[config.mk]
export PLATFORM = sky130hd
export DESIGN_NAME = scan_mux_pipe_flat
export DESIGN_NICKNAME = d
export VERILOG_FILES = /design/src/rtl/scan_mux_pipe_if.sv /design/src/rtl/scan_mux_pipe.sv /design/src/flat_wrapper.sv
export SDC_FILE = /design/constraint.sdc
export NUM_CORES = 1
export LEC_CHECK = 0
export CAP_MARGIN = 20
export CORE_ASPECT_RATIO = 1.2
export CORE_MARGIN = 3
export CORE_UTILIZATION = 42
export CTS_CLUSTER_SIZE = 12
export DETAILED_ROUTE_END_ITERATION = 7
export PLACE_DENSITY_LB_ADDON = 0.15
export SETUP_SLACK_MARGIN = 0.3
export SYNTH_ARGS = -nofsm -noshare
export SYNTH_HDL_FRONTEND = slang
export SYNTH_SLANG_ARGS = --single-unit
export TNS_END_PERCENT = 50
[constraint.sdc]
create_clock -name clk -period 2 [get_ports clk]
set_clock_uncertainty 0.05 [all_clocks]
set_input_delay 0.3 -clock clk [delete_from_list [all_inputs] [get_ports clk]]
set_output_delay 0.3 -clock clk [all_outputs]
set_load 0.01 [all_outputs]
[src/rtl/scan_mux_pipe_if.sv]
// Channel bus for scan_mux_pipe: the multi-channel sample input with its select
// controls, and the registered single-channel output with its channel tag.
interface scan_mux_pipe_if #(
  parameter int WIDTH    = 8,
  parameter int CHANNELS = 8
);
  localparam int SEL_W = $clog2(CHANNELS);

  logic [CHANNELS*WIDTH-1:0] in;
  logic [SEL_W-1:0]          sel;
  logic                      mode;
  logic                      en;
  logic [WIDTH-1:0]          y;
  logic [SEL_W-1:0]          y_ch;
  logic                      y_valid;

  modport master (output in, sel, mode, en, input y, y_ch, y_valid);
  modport slave  (input in, sel, mode, en, output y, y_ch, y_valid);
endinterface

[src/rtl/scan_mux_pipe.sv]
// Pipelined N:1 mux built as a registered binary tree of 2:1 stages, with a
// manual select mode and a round-robin scan mode that dwells DWELL samples per channel.
module scan_mux_pipe #(
  parameter int WIDTH    = 8,
  parameter int CHANNELS = 8,
  parameter int DWELL    = 4,
  localparam int SEL_W   = $clog2(CHANNELS)
) (
  input logic           clk,
  input logic           rst,
  scan_mux_pipe_if.slave bus
);
  localparam int DW_W = (DWELL > 1) ? $clog2(DWELL) : 1;

  logic [SEL_W-1:0] scan_ch;
  logic [DW_W-1:0]  dwell_cnt;
  logic [SEL_W-1:0] eff_sel;

  logic [WIDTH-1:0] leaf [CHANNELS];
  // Registered tree nodes, level k (k>=1) stored from lvl_base(k) onward; the root is last.
  logic [WIDTH-1:0] node [CHANNELS-1];
  logic [SEL_W-1:0] ch_q [1:SEL_W];
  logic [SEL_W:1]   v_q;

  function automatic int lvl_base(input int k);
    return CHANNELS - 2 * (CHANNELS >> k);
  endfunction

  assign eff_sel = bus.mode ? scan_ch : bus.sel;

  always_comb begin
    for (int c = 0; c < CHANNELS; c++) begin
      leaf[c] = bus.in[c*WIDTH +: WIDTH];
    end
  end

  // Scan position advances only on accepted samples, after the current one has used it.
  always_ff @(posedge clk or posedge rst) begin
    if (rst) begin
      scan_ch   <= '0;
      dwell_cnt <= '0;
    end else if (!bus.mode) begin
      scan_ch   <= '0;
      dwell_cnt <= '0;
    end else if (bus.en) begin
      if (dwell_cnt == DW_W'(DWELL - 1)) begin
        dwell_cnt <= '0;
        scan_ch   <= scan_ch + 1'b1;
      end else begin
        dwell_cnt <= dwell_cnt + 1'b1;
      end
    end
  end

  // Each level consumes the select bit matching its depth from the index captured with the sample.
  always_ff @(posedge clk or posedge rst) begin
    if (rst) begin
      for (int i = 0; i < CHANNELS - 1; i++) begin
        node[i] <= '0;
      end
      for (int k = 1; k <= SEL_W; k++) begin
        ch_q[k] <= '0;
      end
      v_q <= '0;
    end else begin
      for (int j = 0; j < CHANNELS / 2; j++) begin
        node[j] <= leaf[2*j + int'(eff_sel[0])];
      end
      ch_q[1] <= eff_sel;
      v_q[1]  <= bus.en;
      for (int k = 2; k <= SEL_W; k++) begin
        for (int j = 0; j < (CHANNELS >> k); j++) begin
          node[lvl_base(k) + j] <= node[lvl_base(k-1) + 2*j + int'(ch_q[k-1][k-1])];
        end
        ch_q[k] <= ch_q[k-1];
        v_q[k]  <= v_q[k-1];
      end
    end
  end

  assign bus.y       = node[CHANNELS-2];
  assign bus.y_ch    = ch_q[SEL_W];
  assign bus.y_valid = v_q[SEL_W];
endmodule
[src/flat_wrapper.sv]
// flat-port wrapper written by rule: the top's interface ports become plain ports
module scan_mux_pipe_flat 
#(
  parameter int WIDTH    = 8,
  parameter int CHANNELS = 8,
  parameter int DWELL    = 4,
  localparam int SEL_W   = $clog2(CHANNELS)
)
  (clk, rst, bus_in, bus_sel, bus_mode, bus_en, bus_y, bus_y_ch, bus_y_valid);
  scan_mux_pipe_if #(.WIDTH(WIDTH), .CHANNELS(CHANNELS)) bus_i ();
  input logic clk;
  input logic rst;
  input wire logic [$bits(bus_i.in)-1:0] bus_in;
  input wire logic [$bits(bus_i.sel)-1:0] bus_sel;
  input wire logic [$bits(bus_i.mode)-1:0] bus_mode;
  input wire logic [$bits(bus_i.en)-1:0] bus_en;
  output wire logic [$bits(bus_i.y)-1:0] bus_y;
  output wire logic [$bits(bus_i.y_ch)-1:0] bus_y_ch;
  output wire logic [$bits(bus_i.y_valid)-1:0] bus_y_valid;
  assign bus_i.in = bus_in;
  assign bus_i.sel = bus_sel;
  assign bus_i.mode = bus_mode;
  assign bus_i.en = bus_en;
  assign bus_y = bus_i.y;
  assign bus_y_ch = bus_i.y_ch;
  assign bus_y_valid = bus_i.y_valid;
  scan_mux_pipe #(.WIDTH(WIDTH), .CHANNELS(CHANNELS), .DWELL(DWELL)) u_core (.clk(clk), .rst(rst), .bus(bus_i));
endmodule
# == Yosys cells after proc, flatten, opt, wreduce, memory -nomap -nowiden ==
# Cells that the tools add are included.
# word_totals
regBits,73
in_bits,71
out_inout_bits,12
word_cells,66
# classes
n_addsub,7
magnitude_cmp,7
eq_ne,3
mux,28
n_bitwise,7
reduce_logical,1
# op_table
cell,count
"32-bit by 4-bit greater-or-equal comparator with 1-bit output, second input constant",7
8-bit binary-select mux with 3-bit select,7
32-bit NOT,5
8-bit two-way mux,14
1-bit NOT with 32-bit output,2
"3-bit by 1-bit adder with 4-bit output, first input constant",3
3-bit two-way mux,4
"2-bit by 1-bit adder with 3-bit output, first input constant",2
2-bit two-way mux,3
"2-bit by 1-bit != test with 1-bit output, second input constant",2
"3-bit by 1-bit adder with 3-bit output, second input constant",1
"2-bit by 1-bit adder with 2-bit output, second input constant",1
"2-bit == test, second input constant",1
2-bit AND reduction,1

# == Longest topological paths before layout ==
# logic_depth
ltp_word,6
mapped_depth,3
depth_no_buf,3

# == Least setup slack after synthesis ==
# OpenSTA, ideal clock, no wires.
# synth_path
path_kind,register to register
startpoint,reg u_core.ch_q[7] (netlist name)
endpoint,reg u_core.node[12] (netlist name)
setup_ps,125
arrival_time_ps,1153
required_time_ps,1825
setup_slack_ps,673
path_stages_with_launch,4
path_buffers,2
synth_period_minus_slack_ps,1327
path_cell_list,dfrtp_1 -> clkbuf_1 -> buf_2 -> mux2_2
# synth_via
elab_chain_cells,5
# synth_lines
item,line,text
"start, declared",scan_mux_pipe.sv:22,logic [SEL_W-1:0] ch_q [1:SEL_W];
"start signal, assigned by index",scan_mux_pipe.sv:75,ch_q[k] <= ch_q[k-1];
2-bit by 1-bit adder with 3-bit output,scan_mux_pipe.sv:73,node[lvl_base(k) + j] <= node[lvl_base(k-1) + 2*j + int'(ch_q[k-1][k-1])];
32-bit NOT (implied by the code),scan_mux_pipe.sv:73,
8-bit binary-select mux with 3-bit select,scan_mux_pipe.sv:73,
8-bit two-way mux (implied by the code) (2 in a row),scan_mux_pipe.sv:73,
"end signal, assigned by index",scan_mux_pipe.sv:67,node[j] <= leaf[2*j + int'(eff_sel[0])];
"end signal, assigned by index",scan_mux_pipe.sv:73,
"end, declared",scan_mux_pipe.sv:21,logic [WIDTH-1:0] node [CHANNELS-1];
# Every way passes these cells. The select of a mux whose other input is x is not followed.
# A chain may end at the register's enable or synchronous reset.

# == Worst setup path after layout ==
# layout_path
startpoint,in bus_mode
endpoint,reg u_core.node[55] (netlist name)
# layout_via
elab_chain_cells,5
# layout_lines
item,line,text
"start, declared",flat_wrapper.sv:15,input wire logic [$bits(bus_i.mode)-1:0] bus_mode;
3-bit two-way mux,scan_mux_pipe.sv:29,assign eff_sel = bus.mode ? scan_ch : bus.sel;
1-bit NOT with 32-bit output (implied by the code),scan_mux_pipe.sv:67,
8-bit binary-select mux with 3-bit select,scan_mux_pipe.sv:67,
8-bit two-way mux (implied by the code) (2 in a row),scan_mux_pipe.sv:67,
# Every way passes these cells. The select of a mux whose other input is x is not followed.

==> impl_metrics.ini <==
[outcome]
status = completed

[yosys]
synthMuxAreaShare_pct = 27.5
syn_avg_cell_area_um2 = 16.8
yosysUniqueCellTypes = 21
synth_area_um2 = 2880
synth_compound_area_share_pct = 1.39
synth_top_family_by_area = multiplexers
synthSimpleGateAreaFrac_pct = 1.65
syn-num-nets = 244
yosys_warnings = 0
synth_xor_area_share_pct = 0
ys_seq_area_share_pct = 63.4
synth_seq_cells = 73
syn_inst = 171
synth_fa_ha_area_share_pct = 0.869

[drt]
drc = 0
num_vias = 1543
wirelength_mm = 4.43
post_drt_wl_per_cell_um = 12.9
ant_nets = 0
viasPerCell = 4.51
drtIter0Drc = 74
firstDrtPassIters = 2

[pwr]
switching_share_pct = 19.2
p_comb_share_pct = 13.2
power_density_nw_per_um2 = 833
p_leak_nw = 1.80
seqPwrFrac_pct = 49.2
p_switching_uw = 634
ir_drop_mv = 0.488
power.internal_mw = 2.67
clkPwrFrac_pct = 37.6

[floorplanning]
ios = 83
die_area_um2 = 7890
die_y_um = 96.7
start_util_pct = 44.1
rows = 32
coreArea_um2 = 6530
dieWidth_um = 81.6

[grt]
met3_usage_pct = 6.33
grt_pass1_wl_mm = 7.15
gr-usage-all-layers_pct = 12.3
grt.met2_usage_pct = 18.3
grt_antenna_before_repair = 0
use_met1_pct = 14.3
grt_max_degree = 74
first_global_vias = 1616
grt-busiest-layer = met2
overflow = 0

[timing]
finalSetupViolations = 0
layout_min_cycle_time_ps = 1570
slew_viol_final = 0
tns_ps = 0
rsz0062_at_grt = no
finalHoldViolations = 0
min_period_over_period_pct = 78.5
tightest_slew_ps = 421
fmax_mhz = 637
max_slew_margin_pct = 71.9

[final_layout]
final_common_cell = clkdlybuf4s50_1
antenna_cells = 0
fill_cells = 545
layout-drive-gt1-share_pct = 31.5
final_cells = 342
layout_common_cells = clkdlybuf4s50_1 (82), dfrtp_1 (73), mux2_4 (29)
fin_nets = 325
area_delta_synth_final_pct = 37.9

[place]
hpwl_mm = 3.14
dp_cells = 326
io_buffer_count = 82
gp_congestion = 0.692

[cts]
holdBufCountCts = 0
cts-root-buf = clkbuf_8
clk_latency_ps = 330
cts.sinks = 73
cts_buffer_depth = 2
cts_buffers = 9
h-tree-depth = 3
cts_resized = 0
cts_tree = built
path_clk_slew_ps = 70
post_cts.repair.setup_buffers = 0

[setup_path]
startpoint_type = input pin
cp.required_ps = 2170
end_kind = register
r2r_setup_slack_ps = 600
crit_fanout = 27
path_class = in -> reg
worstPathArrival_ps = 1740

[run]
drv_cap = 0

[min_path]
min-delay-path-class = reg -> reg
## critical path, stage by stage
cell and delay [ps]:
clkdlybuf4s50_1 540, mux2i_4 290, buf_12 240, mux2_2 350
## state kept, by name, indices dropped and copies added, names as in the netlist
| signal | cells |
|---|---|
| u_core.scan_ch | 3 |
| u_core.v_q | 3 |
| u_core.ch_q | 6 |
| u_core.bus.y_ch | 3 |
| u_core.bus.y | 8 |
| u_core.node | 48 |
| u_core.dwell_cnt | 2 |
## area by class of cell
class	instances	area [um2]	area share (%)
timing repair buffer	88	891	22.4
inverter	4	18.8	0.473
tap	85	106	2.68
clock inverter	2	60.1	1.51
clock buffer	14	163	4.10
sequential	73	1830	46.0
multi-input combinational	76	906	22.8
## path summary, 6_finish.rpt
| kind | depth (start not counted) | endpoint | from |
|---|---|---|---|
| worst max register to register | 3 | u_core.dwell_cnt[0]$_DFFE_PP0P_ | u_core.dwell_cnt[0]$_DFFE_PP0P_ |
| worst min-delay path | 0 | u_core.ch_q[3]$_DFF_PP0_ | u_core.ch_q[6]$_DFF_PP0_ |
| worst min register to register | 0 | u_core.ch_q[3]$_DFF_PP0_ | u_core.ch_q[6]$_DFF_PP0_ |
| worst max-delay path | 4 | u_core.node[55]$_DFF_PP0_ | bus_mode |
| max in group asynchronous | 3 | u_core.scan_ch[2]$_DFFE_PP0P_ | rst |
| min in group asynchronous | 3 | u_core.ch_q[3]$_DFF_PP0_ | rst |
## power by group through the flow
stage               sequential [mW]  combinational, mW  clock [mW]
detailed placement             1.66              0.445           0
CTS                            1.63              0.448        1.30
global placement               1.66              0.442           0
floorplan                      1.64              0.256           0
finish                         1.63              0.437        1.24
global route                   1.64              0.472        1.36
## metrics by stage
step / total power, mW / util [%] / setup WS [ps] / instance area, um2 / hold WS, ps
global route: 3.47 / 60.9 / 381 / 3970 / 309
finish: 3.31 / 60.9 / 430 / 3970 / 302
CTS: 3.38 / 60.9 / 415 / 3970 / 305
global placement: 2.10 / 57.4 / 103 / 3750 / 282
detailed placement: 2.10 / 57.4 / 61.9 / 3750 / 289
floorplan: 1.90 / - / 673 / 2880 / 281
## cells in the mapped netlist
cell	count	area share, %
nand3_1	2	0.35
mux2i_1	2	0.70
nand2_1	1	0.13
clkbuf_1	3	0.39
or2b_1	1	0.26
buf_2	1	0.17
mux2i_4	1	0.78
nor2_1	1	0.13
a21oi_1	3	0.52
o21ai_0	1	0.17
a21bo_2	2	0.70
buf_6	3	1.2
nand2b_1	1	0.22
dfrtp_1	73	63
or3b_2	1	0.30
nand3b_1	1	0.26
mux2_2	28	11
inv_1	4	0.52
ha_1	2	0.87
buf_4	11	2.9
mux2_4	29	15
## kinds of logic after synthesis
| kind of cell | Yosys count |
|---|---|
| fa+ha+maj | 2 |
| flops | 73 |
| simple gates | 8 |
| compound gates | 6 |
| mux | 60 |
| buf+inv | 22 |
## per-layer routing
metal	vias to the layer above	share of wire [%]
met5	-	0
met4	0	1.4
met3	6	10
met2	62	48
met1	746	40
li1	729	-
(Power assumes the default switching activity.)
